<file path="config.mk">
export PLATFORM = sky130hd
export DESIGN_NAME = led_pattern_gen_flat
export DESIGN_NICKNAME = d
export VERILOG_FILES = /design/src/rtl/led_pattern_gen_pkg.sv /design/src/rtl/led_pattern_gen_if.sv /design/src/rtl/led_pattern_gen_tick_gen.sv /design/src/rtl/led_pattern_gen.sv /design/src/flat_wrapper.sv
export SDC_FILE = /design/constraint.sdc
export NUM_CORES = 1
export LEC_CHECK = 0
export ABC_AREA = 0
export CELL_PAD_IN_SITES_DETAIL_PLACEMENT = 1
export CELL_PAD_IN_SITES_GLOBAL_PLACEMENT = 1
export CORE_AREA = 10 10 91 93
export CTS_BUF_LIST = sky130_fd_sc_hd__clkbuf_8
export DETAILED_ROUTE_END_ITERATION = 10
export DIE_AREA = 0 0 101 103
export HOLD_SLACK_MARGIN = 0.05
export PLACE_DENSITY = 0.85
export SLEW_MARGIN = 5
export SYNTH_ARGS = -nofsm -noshare
export SYNTH_HDL_FRONTEND = slang
export SYNTH_SLANG_ARGS = --single-unit
</file>
<file path="constraint.sdc">
create_clock -name sys_clk -period 2 [get_ports sys_clk]
set_input_delay 0.4 -clock sys_clk [delete_from_list [all_inputs] [get_ports sys_clk]]
set_output_delay 0.4 -clock sys_clk [all_outputs]
set_load 0.02 [all_outputs]
</file>
<file path="src/rtl/led_pattern_gen_pkg.sv">
// led_pkg: shared definitions for the LED pattern generator.
//   MODE_*       2-bit run-time mode encodings
//   dir_e        breathe ramp direction
//   unlit_level  LED drive level meaning "off" for the selected polarity
package led_pkg;

    localparam logic [1:0] MODE_STATIC  = 2'd0;
    localparam logic [1:0] MODE_BLINK   = 2'd1;
    localparam logic [1:0] MODE_CHASE   = 2'd2;
    localparam logic [1:0] MODE_BREATHE = 2'd3;

    typedef enum logic {
        DIR_UP   = 1'b0,
        DIR_DOWN = 1'b1
    } dir_e;

    function automatic logic unlit_level(input int active_low);
        return (active_low != 0);
    endfunction

endpackage

</file>
<file path="src/rtl/led_pattern_gen_if.sv">
// led_pattern_gen_if: control/status bundle of the LED pattern generator.
//   en           run enable (0 freezes everything)
//   mode         pattern select
//   static_mask  pattern for STATIC mode
//   led          registered LED drive
//   step_pulse   one-cycle strobe per pattern step
// master = controller side, slave = generator side.
interface led_pattern_gen_if #(
    parameter int LED_NUM = 2
) ();
    logic               en;
    logic [1:0]         mode;
    logic [LED_NUM-1:0] static_mask;
    logic [LED_NUM-1:0] led;
    logic               step_pulse;

    modport master (
        output en, mode, static_mask,
        input  led, step_pulse
    );

    modport slave (
        input  en, mode, static_mask,
        output led, step_pulse
    );
endinterface

</file>
<file path="src/rtl/led_pattern_gen_tick_gen.sv">
// led_tick_gen: base-tick prescaler and pattern-step counter.
//   sys_clk, sys_rst  clock, synchronous active-high reset
//   en                count enable
//   clr               restart both counters (takes priority over en)
//   tick              prescaler terminal count while enabled
//   step              tick on which the step counter is at its last value
module led_tick_gen #(
    parameter int TICK_DIV   = 50_000,
    parameter int STEP_TICKS = 1_000
) (
    input  logic sys_clk,
    input  logic sys_rst,
    input  logic en,
    input  logic clr,
    output logic tick,
    output logic step
);

    localparam int PW = $clog2(TICK_DIV);
    localparam int SW = $clog2(STEP_TICKS + 1);
    localparam logic [PW-1:0] PRE_LAST  = PW'(TICK_DIV - 1);
    localparam logic [SW-1:0] STEP_LAST = SW'(STEP_TICKS - 1);

    logic [PW-1:0] prescaler_q, prescaler_d;
    logic [SW-1:0] step_cnt_q, step_cnt_d;

    always_comb begin
        // a restart swallows any tick/step landing in the same cycle
        tick       = en && !clr && (prescaler_q == PRE_LAST);
        step       = tick && (step_cnt_q == STEP_LAST);
        prescaler_d = prescaler_q;
        step_cnt_d  = step_cnt_q;
        if (clr) begin
            prescaler_d = '0;
            step_cnt_d  = '0;
        end else if (en) begin
            prescaler_d = tick ? '0 : prescaler_q + 1'b1;
            if (tick) begin
                step_cnt_d = step ? '0 : step_cnt_q + 1'b1;
            end
        end
    end

    always_ff @(posedge sys_clk) begin
        if (sys_rst) begin
            prescaler_q <= '0;
            step_cnt_q  <= '0;
        end else begin
            prescaler_q <= prescaler_d;
            step_cnt_q  <= step_cnt_d;
        end
    end

endmodule

</file>
<file path="src/rtl/led_pattern_gen.sv">
// led_pattern_gen: drives LED_NUM LEDs with STATIC, BLINK, CHASE or BREATHE
// patterns.
//   sys_clk, sys_rst  clock, synchronous active-high reset
//   bus (slave)       en, mode, static_mask in; led, step_pulse out
//
// Breathe direction FSM:
//   state    | meaning
//   DIR_UP   | duty increments on each step; flips at duty max
//   DIR_DOWN | duty decrements on each step; flips at duty 0
module led_pattern_gen
    import led_pkg::*;
#(
    parameter int LED_NUM        = 2,
    parameter int TICK_DIV       = 50_000,
    parameter int STEP_TICKS     = 1_000,
    parameter int PWM_BITS       = 8,
    parameter int LED_ACTIVE_LOW = 0
) (
    input  logic        sys_clk,
    input  logic        sys_rst,
    led_pattern_gen_if.slave bus
);

    localparam logic [LED_NUM-1:0]  UNLIT_VEC  = {LED_NUM{unlit_level(LED_ACTIVE_LOW)}};
    localparam logic [LED_NUM-1:0]  ONEHOT_RST = LED_NUM'(1);
    localparam logic [PWM_BITS-1:0] DUTY_MAX   = '1;
    localparam logic [PWM_BITS-1:0] DUTY_TURN  = DUTY_MAX - PWM_BITS'(1);
    localparam logic [PWM_BITS-1:0] DUTY_ONE   = PWM_BITS'(1);

    logic [1:0]          mode_q, mode_d;
    logic                phase_q, phase_d;
    logic [LED_NUM-1:0]  onehot_q, onehot_d;
    logic [PWM_BITS-1:0] duty_q, duty_d;
    dir_e                dir_q, dir_d;
    logic [PWM_BITS-1:0] pwm_cnt_q, pwm_cnt_d;
    logic [LED_NUM-1:0]  led_q, led_d;
    logic                step_pulse_q, step_pulse_d;

    logic               mode_chg;
    logic               tick;
    logic               step;
    logic [LED_NUM-1:0] lit;

    assign mode_chg = (bus.mode != mode_q);

    led_tick_gen #(
        .TICK_DIV   (TICK_DIV),
        .STEP_TICKS (STEP_TICKS)
    ) u_tick_gen (
        .sys_clk (sys_clk),
        .sys_rst (sys_rst),
        .en      (bus.en),
        .clr     (mode_chg),
        .tick    (tick),
        .step    (step)
    );

    always_comb begin
        lit = '0;
        case (mode_q)
            MODE_STATIC:  lit = bus.static_mask;
            MODE_BLINK:   lit = {LED_NUM{phase_q}};
            MODE_CHASE:   lit = onehot_q;
            MODE_BREATHE: lit = {LED_NUM{pwm_cnt_q < duty_q}};
            default:      lit = '0;
        endcase
    end

    always_comb begin
        mode_d       = bus.mode;
        phase_d      = phase_q;
        onehot_d     = onehot_q;
        duty_d       = duty_q;
        dir_d        = dir_q;
        pwm_cnt_d    = pwm_cnt_q;
        led_d        = led_q;
        step_pulse_d = step;

        if (bus.en) begin
            led_d     = lit ^ UNLIT_VEC;
            pwm_cnt_d = pwm_cnt_q + 1'b1;
        end

        if (mode_chg) begin
            phase_d   = 1'b0;
            onehot_d  = ONEHOT_RST;
            duty_d    = '0;
            dir_d     = DIR_UP;
            pwm_cnt_d = '0;
        end else if (step) begin
            phase_d  = ~phase_q;
            // rotate left; with a single LED this degenerates to a hold
            onehot_d = (onehot_q << 1) | (onehot_q >> (LED_NUM - 1));
            if (dir_q == DIR_UP) begin
                duty_d = duty_q + 1'b1;
                if (duty_q == DUTY_TURN) dir_d = DIR_DOWN;
            end else begin
                duty_d = duty_q - 1'b1;
                if (duty_q == DUTY_ONE) dir_d = DIR_UP;
            end
        end
    end

    always_ff @(posedge sys_clk) begin
        if (sys_rst) begin
            mode_q       <= MODE_STATIC;
            phase_q      <= 1'b0;
            onehot_q     <= ONEHOT_RST;
            duty_q       <= '0;
            dir_q        <= DIR_UP;
            pwm_cnt_q    <= '0;
            led_q        <= UNLIT_VEC;
            step_pulse_q <= 1'b0;
        end else begin
            mode_q       <= mode_d;
            phase_q      <= phase_d;
            onehot_q     <= onehot_d;
            duty_q       <= duty_d;
            dir_q        <= dir_d;
            pwm_cnt_q    <= pwm_cnt_d;
            led_q        <= led_d;
            step_pulse_q <= step_pulse_d;
        end
    end

    assign bus.led        = led_q;
    assign bus.step_pulse = step_pulse_q;

endmodule

</file>
<file path="src/flat_wrapper.sv">
// flat-port wrapper written by rule: the top's interface ports become plain ports
module led_pattern_gen_flat import led_pkg::*;
#(
    parameter int LED_NUM        = 2,
    parameter int TICK_DIV       = 50_000,
    parameter int STEP_TICKS     = 1_000,
    parameter int PWM_BITS       = 8,
    parameter int LED_ACTIVE_LOW = 0
)
  (sys_clk, sys_rst, bus_en, bus_mode, bus_static_mask, bus_led, bus_step_pulse);
  led_pattern_gen_if #(.LED_NUM(LED_NUM)) bus_i ();
  input  logic sys_clk;
  input  logic sys_rst;
  input wire logic [$bits(bus_i.en)-1:0] bus_en;
  input wire logic [$bits(bus_i.mode)-1:0] bus_mode;
  input wire logic [$bits(bus_i.static_mask)-1:0] bus_static_mask;
  output wire logic [$bits(bus_i.led)-1:0] bus_led;
  output wire logic [$bits(bus_i.step_pulse)-1:0] bus_step_pulse;
  assign bus_i.en = bus_en;
  assign bus_i.mode = bus_mode;
  assign bus_i.static_mask = bus_static_mask;
  assign bus_led = bus_i.led;
  assign bus_step_pulse = bus_i.step_pulse;
  led_pattern_gen #(.LED_NUM(LED_NUM), .TICK_DIV(TICK_DIV), .STEP_TICKS(STEP_TICKS), .PWM_BITS(PWM_BITS), .LED_ACTIVE_LOW(LED_ACTIVE_LOW)) u_core (.sys_clk(sys_clk), .sys_rst(sys_rst), .bus(bus_i));
endmodule
</file>
Word level (Yosys, flattened, before mapping)
Index checks and enable logic that the tools add are counted.
W data, S select, Z words.
{"block": "op_classes", "n_eq_ne": 8, "mux": 7, "addsub": 5, "order_cmp": 1, "n_bitwise": 2, "n_reduce_logical": 7}
{"cell": "$add A16 B1 Y16 const B", "count": 1}
{"cell": "$add A8 B1 Y8 const B", "count": 2}
{"cell": "$eq A16 B16 Y1 const B", "count": 1}
{"cell": "$mux W16", "count": 1}
{"cell": "$add A10 B1 Y10 const B", "count": 1}
{"cell": "$eq A10 B10 Y1 const B", "count": 1}
{"cell": "$mux W10", "count": 1}
{"cell": "$eq A8 B1 Y1 const B", "count": 1}
{"cell": "$eq A8 B8 Y1 const B", "count": 1}
{"cell": "$lt A8 B8 Y1", "count": 1}
{"cell": "$mux W8", "count": 1}
{"cell": "$pmux W2 S4", "count": 1}
{"cell": "$sub A8 B1 Y8 const B", "count": 1}
{"cell": "$eq A2 B2 Y1 const B", "count": 2}
{"cell": "$logic_and A1 B1 Y1", "count": 3}
{"cell": "$mux W1", "count": 3}
{"cell": "$eq A2 B1 Y1 const B", "count": 1}
{"cell": "$logic_not A2 Y1", "count": 1}
{"cell": "$ne A2 B2 Y1", "count": 1}
{"cell": "$or A2 B1 Y2", "count": 1}
{"cell": "$reduce_and A2 Y1", "count": 1}
{"cell": "$reduce_or A2 Y1", "count": 1}
{"cell": "$logic_not A1 Y1", "count": 1}
{"cell": "$not A1 Y1", "count": 1}
{"block": "word_totals", "inputBits": 7, "regBits": 51}

Depth between registers and ports, before layout
{"block": "logic_depth", "ltp_word": 6, "ltp_mapped": 8, "depth_no_buf": 6}

Hierarchy
From an unflattened synthesis, not the netlist that was laid out.
{"block": "unflattened", "hier_cells": 321, "area_unflattened_um2": 2836.5}
{"module": "led_tick_gen", "cells_each": 164, "instances": 1, "area_each_um2": 1426.4}
{"module": "led_pattern_gen", "cells_each": 157, "instances": 1, "area_each_um2": 1410.1}

Worst setup path after synthesis
OpenSTA, ideal clock, no wires.
{"block": "synth_path", "path_kind": "register -> register", "from": "register u_core.u_tick_gen.prescaler_q[0]", "to": "register u_core.u_tick_gen.step_cnt_q[7]", "stages_incl_launch_ff": 8, "setup_time_ps": 71, "path_slack_ps": 69, "n_path_buf": 1, "arrival_ps": 1860, "period_less_slack_ps": 1931, "cell_sequence": "dfxtp_1 -> ha_1 -> and4_1 -> nand4_1 -> buf_6 -> or2_4 -> or4_1 -> a21oi_1"}
{"block": "synth_via", "elab_chain_cells": 4, "elab_cells_between_ends": 5, "classes_between": "eq/ne (1); mux (1); reduce/logical (3)"}
{"item": "start: declaration", "line": "led_pattern_gen_tick_gen.sv:24", "text": "logic [PW-1:0] prescaler_q, prescaler_d;"}
{"item": "start signal: assignment", "line": "led_pattern_gen_tick_gen.sv:49", "text": "prescaler_q <= prescaler_d;"}
{"item": "$eq A16 B16 Y1 *", "line": "led_pattern_gen_tick_gen.sv:29", "text": "tick = en && !clr && (prescaler_q == PRE_LAST);"}
{"item": "$logic_and A1 B1 Y1 *", "line": "led_pattern_gen_tick_gen.sv:29"}
{"item": "$logic_and A1 B1 Y1", "line": "led_pattern_gen_tick_gen.sv:30", "text": "step = tick && (step_cnt_q == STEP_LAST);"}
{"item": "$mux W10", "line": "led_pattern_gen_tick_gen.sv:39", "text": "step_cnt_d = step ? '0 : step_cnt_q + 1'b1;"}
{"item": "end signal: assignment", "line": "led_pattern_gen_tick_gen.sv:50", "text": "step_cnt_q <= step_cnt_d;"}
{"item": "end: declaration", "line": "led_pattern_gen_tick_gen.sv:25", "text": "logic [SW-1:0] step_cnt_q, step_cnt_d;"}
Every way passes the cells marked *; elsewhere a longest branch is shown, timed or not.
A chain may end at the register's enable or synchronous reset.

Worst setup path in the final report
{"block": "layout_path", "from": "register u_core.u_tick_gen.prescaler_q[1]", "to": "register u_core.u_tick_gen.step_cnt_q[7]"}
Same word-level chain as after synthesis.

==> reports/metrics.cfg <==
[sta]
fin_skew_ps=12.1
timing.final.crit_share=0.982
fmax_mhz=509
worst_pin_slew_ps=431
final_hold_viol_count=0
maxSlewHeadroom=0.709
layout_min_cycle_time_ps=1960
rsz0062_at_grt=true
setup_viol=0
fin_tns_setup_ps=0
finalMaxSlewViolations=0

[clocking]
clkSinkCount=51
ctsHoldBuffers=0
cts_buffers=5
cts_tree=done
htree_levels=2
clock_latency_ps=310
clk_pin_slew_ps=100
cts_buffer_depth=2
cts.root.buffer_cell=clkbuf_8

[layout]
n_antenna_cell=0
fin_cells=448
area_growth_pct=23.3
drive_gt1_frac=0.198
seqCellArea_mm2=0.00103
utilization=0.511
nFillCells=758
multi_input_area_mm2=0.00164
nets=389
final_area_mm2=0.00335

[placed_design]
port_buffers=9
dp_hpwl_mm=5.66
gp_congestion=0.865
placed_cells=436
placed_area_mm2=0.00314

[yosys]
synthSimpleGateAreaFrac=0.308
synthTopCellsByCount=51 x dfxtp_1, 43 x nor2_1, 25 x nand2_1, 20 x a21oi_1, 19 x xnor2_1
synthFlopType=dfxtp_1
syn_nets=344
syn-instance-count=323
synth_mux_area_frac=0.00368
synth_seq_cells=51
synth_edf_count=0
synth.top_cells.by_area=dfxtp_1 38%, ha_1 6.4%, xnor2_1 6.1%
yosysUniqueCellTypes=48
syn_area_per_cell_um2=8.43
synth-xor-area-share=0.0933
yosysTopAreaCellShare=0.375
ys_seq_area_frac=0.375
synth-adder-area-share=0.0644
ys_warn_count=0
synth_area_mm2=0.00272
synth_area_leader_cell=dfxtp_1
synth_top_family_by_area=simple AND/OR/NAND/NOR gates
synth_compound_area_frac=0.112
synth_most_common_cell=dfxtp_1
synthArstFlopShare=0

[setup_path]
worstSetupStartpointType=register
worstSetupPathType=register to register
required_ps=2250
critPathArrivalTime_ps=2220
cp_max_fo=5
cp-end-kind=register

[global_route]
antenna_found_initial=0
grt_first_pass_wirelength_mm=13.0
grt_pass1_vias=2646
grt_overflow=0
gr-usage-all-layers=0.153
grt_start_max_net_pins=17

[floorplanning]
io_pins=10
coreArea_mm2=0.00657
die_h_um=103
die_x_um=101
start_util=0.414
die_area_mm2=0.0104
rows=30

[pwr]
p_leak_nw=1.19
ir_drop_mv=0.317
total_power_mw=1.86
power.density_mw_per_mm2=555

[route]
first_pass_iters=4
drc=0
vias_per_cell=5.71
drtAntennaViolNets=0
route.detailed.wl_per_inst_um=17.4
dr.first_iter.drc_count=115
totalWireLength_mm=7.79
vias=2559

[outcome]
status=finished, final reports clean

[flow_run]
max-cap-violations=0

[hold_path]
hold_path.class=register to register

critical path, stage by stage (launching register included):
cell     delay (ps)
dfxtp_4         380
ha_4            150
and4_4          210
nand4_1         200
or2_4           340
or4_4           490
a21oi_2         130
power breakdown:
group	internal [mW]	total, mW	leakage [nW]	switching, mW
Sequential	1.02	1.03	0.416	0.00920
Clock	0.363	0.708	0.0554	0.345
Combinational	0.0560	0.125	0.718	0.0685
Total	1.44	1.86	1.19	0.423
cell families (layout without fill, tap and decap cells):
family | after synthesis | after routing
AOI/OAI and AO/OA | 49 | 49
xor gates and xnor gates | 29 | 29
adders and majority gates | 14 | 14
buffers and inverters | 26 | 71
DFF | 51 | 51
muxes | 1 | 1
and+or+nand+nor | 153 | 153
what timing repair did:
item / CTS / global route
setup endpoints to repair: 3 / 13
gates cloned: 0 / 1
gates resized for setup: 4 / 20
pin swaps: 3 / 5
buffers inserted: 2 / 2
cell usage in the layout (no fill, tap or decap), types with 3 or more instances in the layout:
| cell type | synthesis | final |
|---|---|---|
| and3_1 | 8 | 8 |
| nor2_1 | 43 | 43 |
| xnor2_1 | 19 | 17 |
| nor3_1 | 4 | 4 |
| a31oi_1 | 3 | 3 |
| nand3_1 | 7 | 7 |
| nor2b_1 | 4 | 4 |
| buf_6 | 2 | 3 |
| or3_1 | 7 | 6 |
| nor4_1 | 8 | 8 |
| a21oi_1 | 20 | 19 |
| inv_1 | 11 | 12 |
| buf_4 | 0 | 39 |
| o21ai_0 | 10 | 9 |
| dfxtp_2 | 0 | 6 |
| nor4b_1 | 3 | 3 |
| o211ai_1 | 3 | 3 |
| clkbuf_8 | 0 | 5 |
| dfxtp_1 | 51 | 44 |
| nand2_1 | 25 | 25 |
| and2_1 | 5 | 5 |
| xor2_1 | 10 | 10 |
| nand4_1 | 18 | 18 |
| clkdlybuf4s50_1 | 0 | 8 |
| ha_1 | 14 | 13 |
| nand2b_1 | 3 | 3 |
state kept, by name (all words and copies together) (netlist names):
name / cells
u_core.bus.led: 2
u_core.bus.step_pulse: 1
u_core.dir_q: 1
u_core.duty_q: 8
u_core.mode_q: 2
u_core.onehot_q: 2
u_core.phase_q: 1
u_core.pwm_cnt_q: 8
u_core.u_tick_gen.prescaler_q: 16
u_core.u_tick_gen.step_cnt_q: 10
stage by stage:
step                setup WS (ps)  hold WS [ps]
finish                       36.0           491
global route                -9.67           519
CTS                          24.3           491
detailed placement           -336           482
global placement             -236           463
floorplan                    69.2           449
worst paths after layout:
check / end / slack (ps) / depth (start not counted) / from
worst min register to register: u_core.u_tick_gen.step_cnt_q[1]$_SDFFE_PP0P_ / 490 / 2 / u_core.u_tick_gen.step_cnt_q[1]$_SDFFE_PP0P_
worst max-delay path: u_core.u_tick_gen.step_cnt_q[7]$_SDFFE_PP0P_ / 40 / 6 / u_core.u_tick_gen.prescaler_q[1]$_SDFFE_PP0P_
worst max register to register: u_core.u_tick_gen.step_cnt_q[7]$_SDFFE_PP0P_ / 40 / 6 / u_core.u_tick_gen.prescaler_q[1]$_SDFFE_PP0P_
worst min-delay path: u_core.u_tick_gen.step_cnt_q[1]$_SDFFE_PP0P_ / 490 / 2 / u_core.u_tick_gen.step_cnt_q[1]$_SDFFE_PP0P_
layout make-up:
| type | count | share of cell area |
|---|---|---|
| sequential | 51 | 0.308 |
| inverter | 11 | 0.0123 |
| multi-input combinational | 246 | 0.488 |
| clock inverter | 2 | 0.0101 |
| clock buffer | 5 | 0.0205 |
| timing repair buffer | 53 | 0.131 |
| tap | 80 | 0.0298 |
metal layers:
metal  track usage  up-vias  part of all wire
li1              -     1238                 -
met1         0.186     1270              0.45
met2         0.265       37              0.50
met3        0.0255       14             0.026
met4        0.0589        0             0.021
met5             0        -                 0
Power figures use the tool's default switching activity.
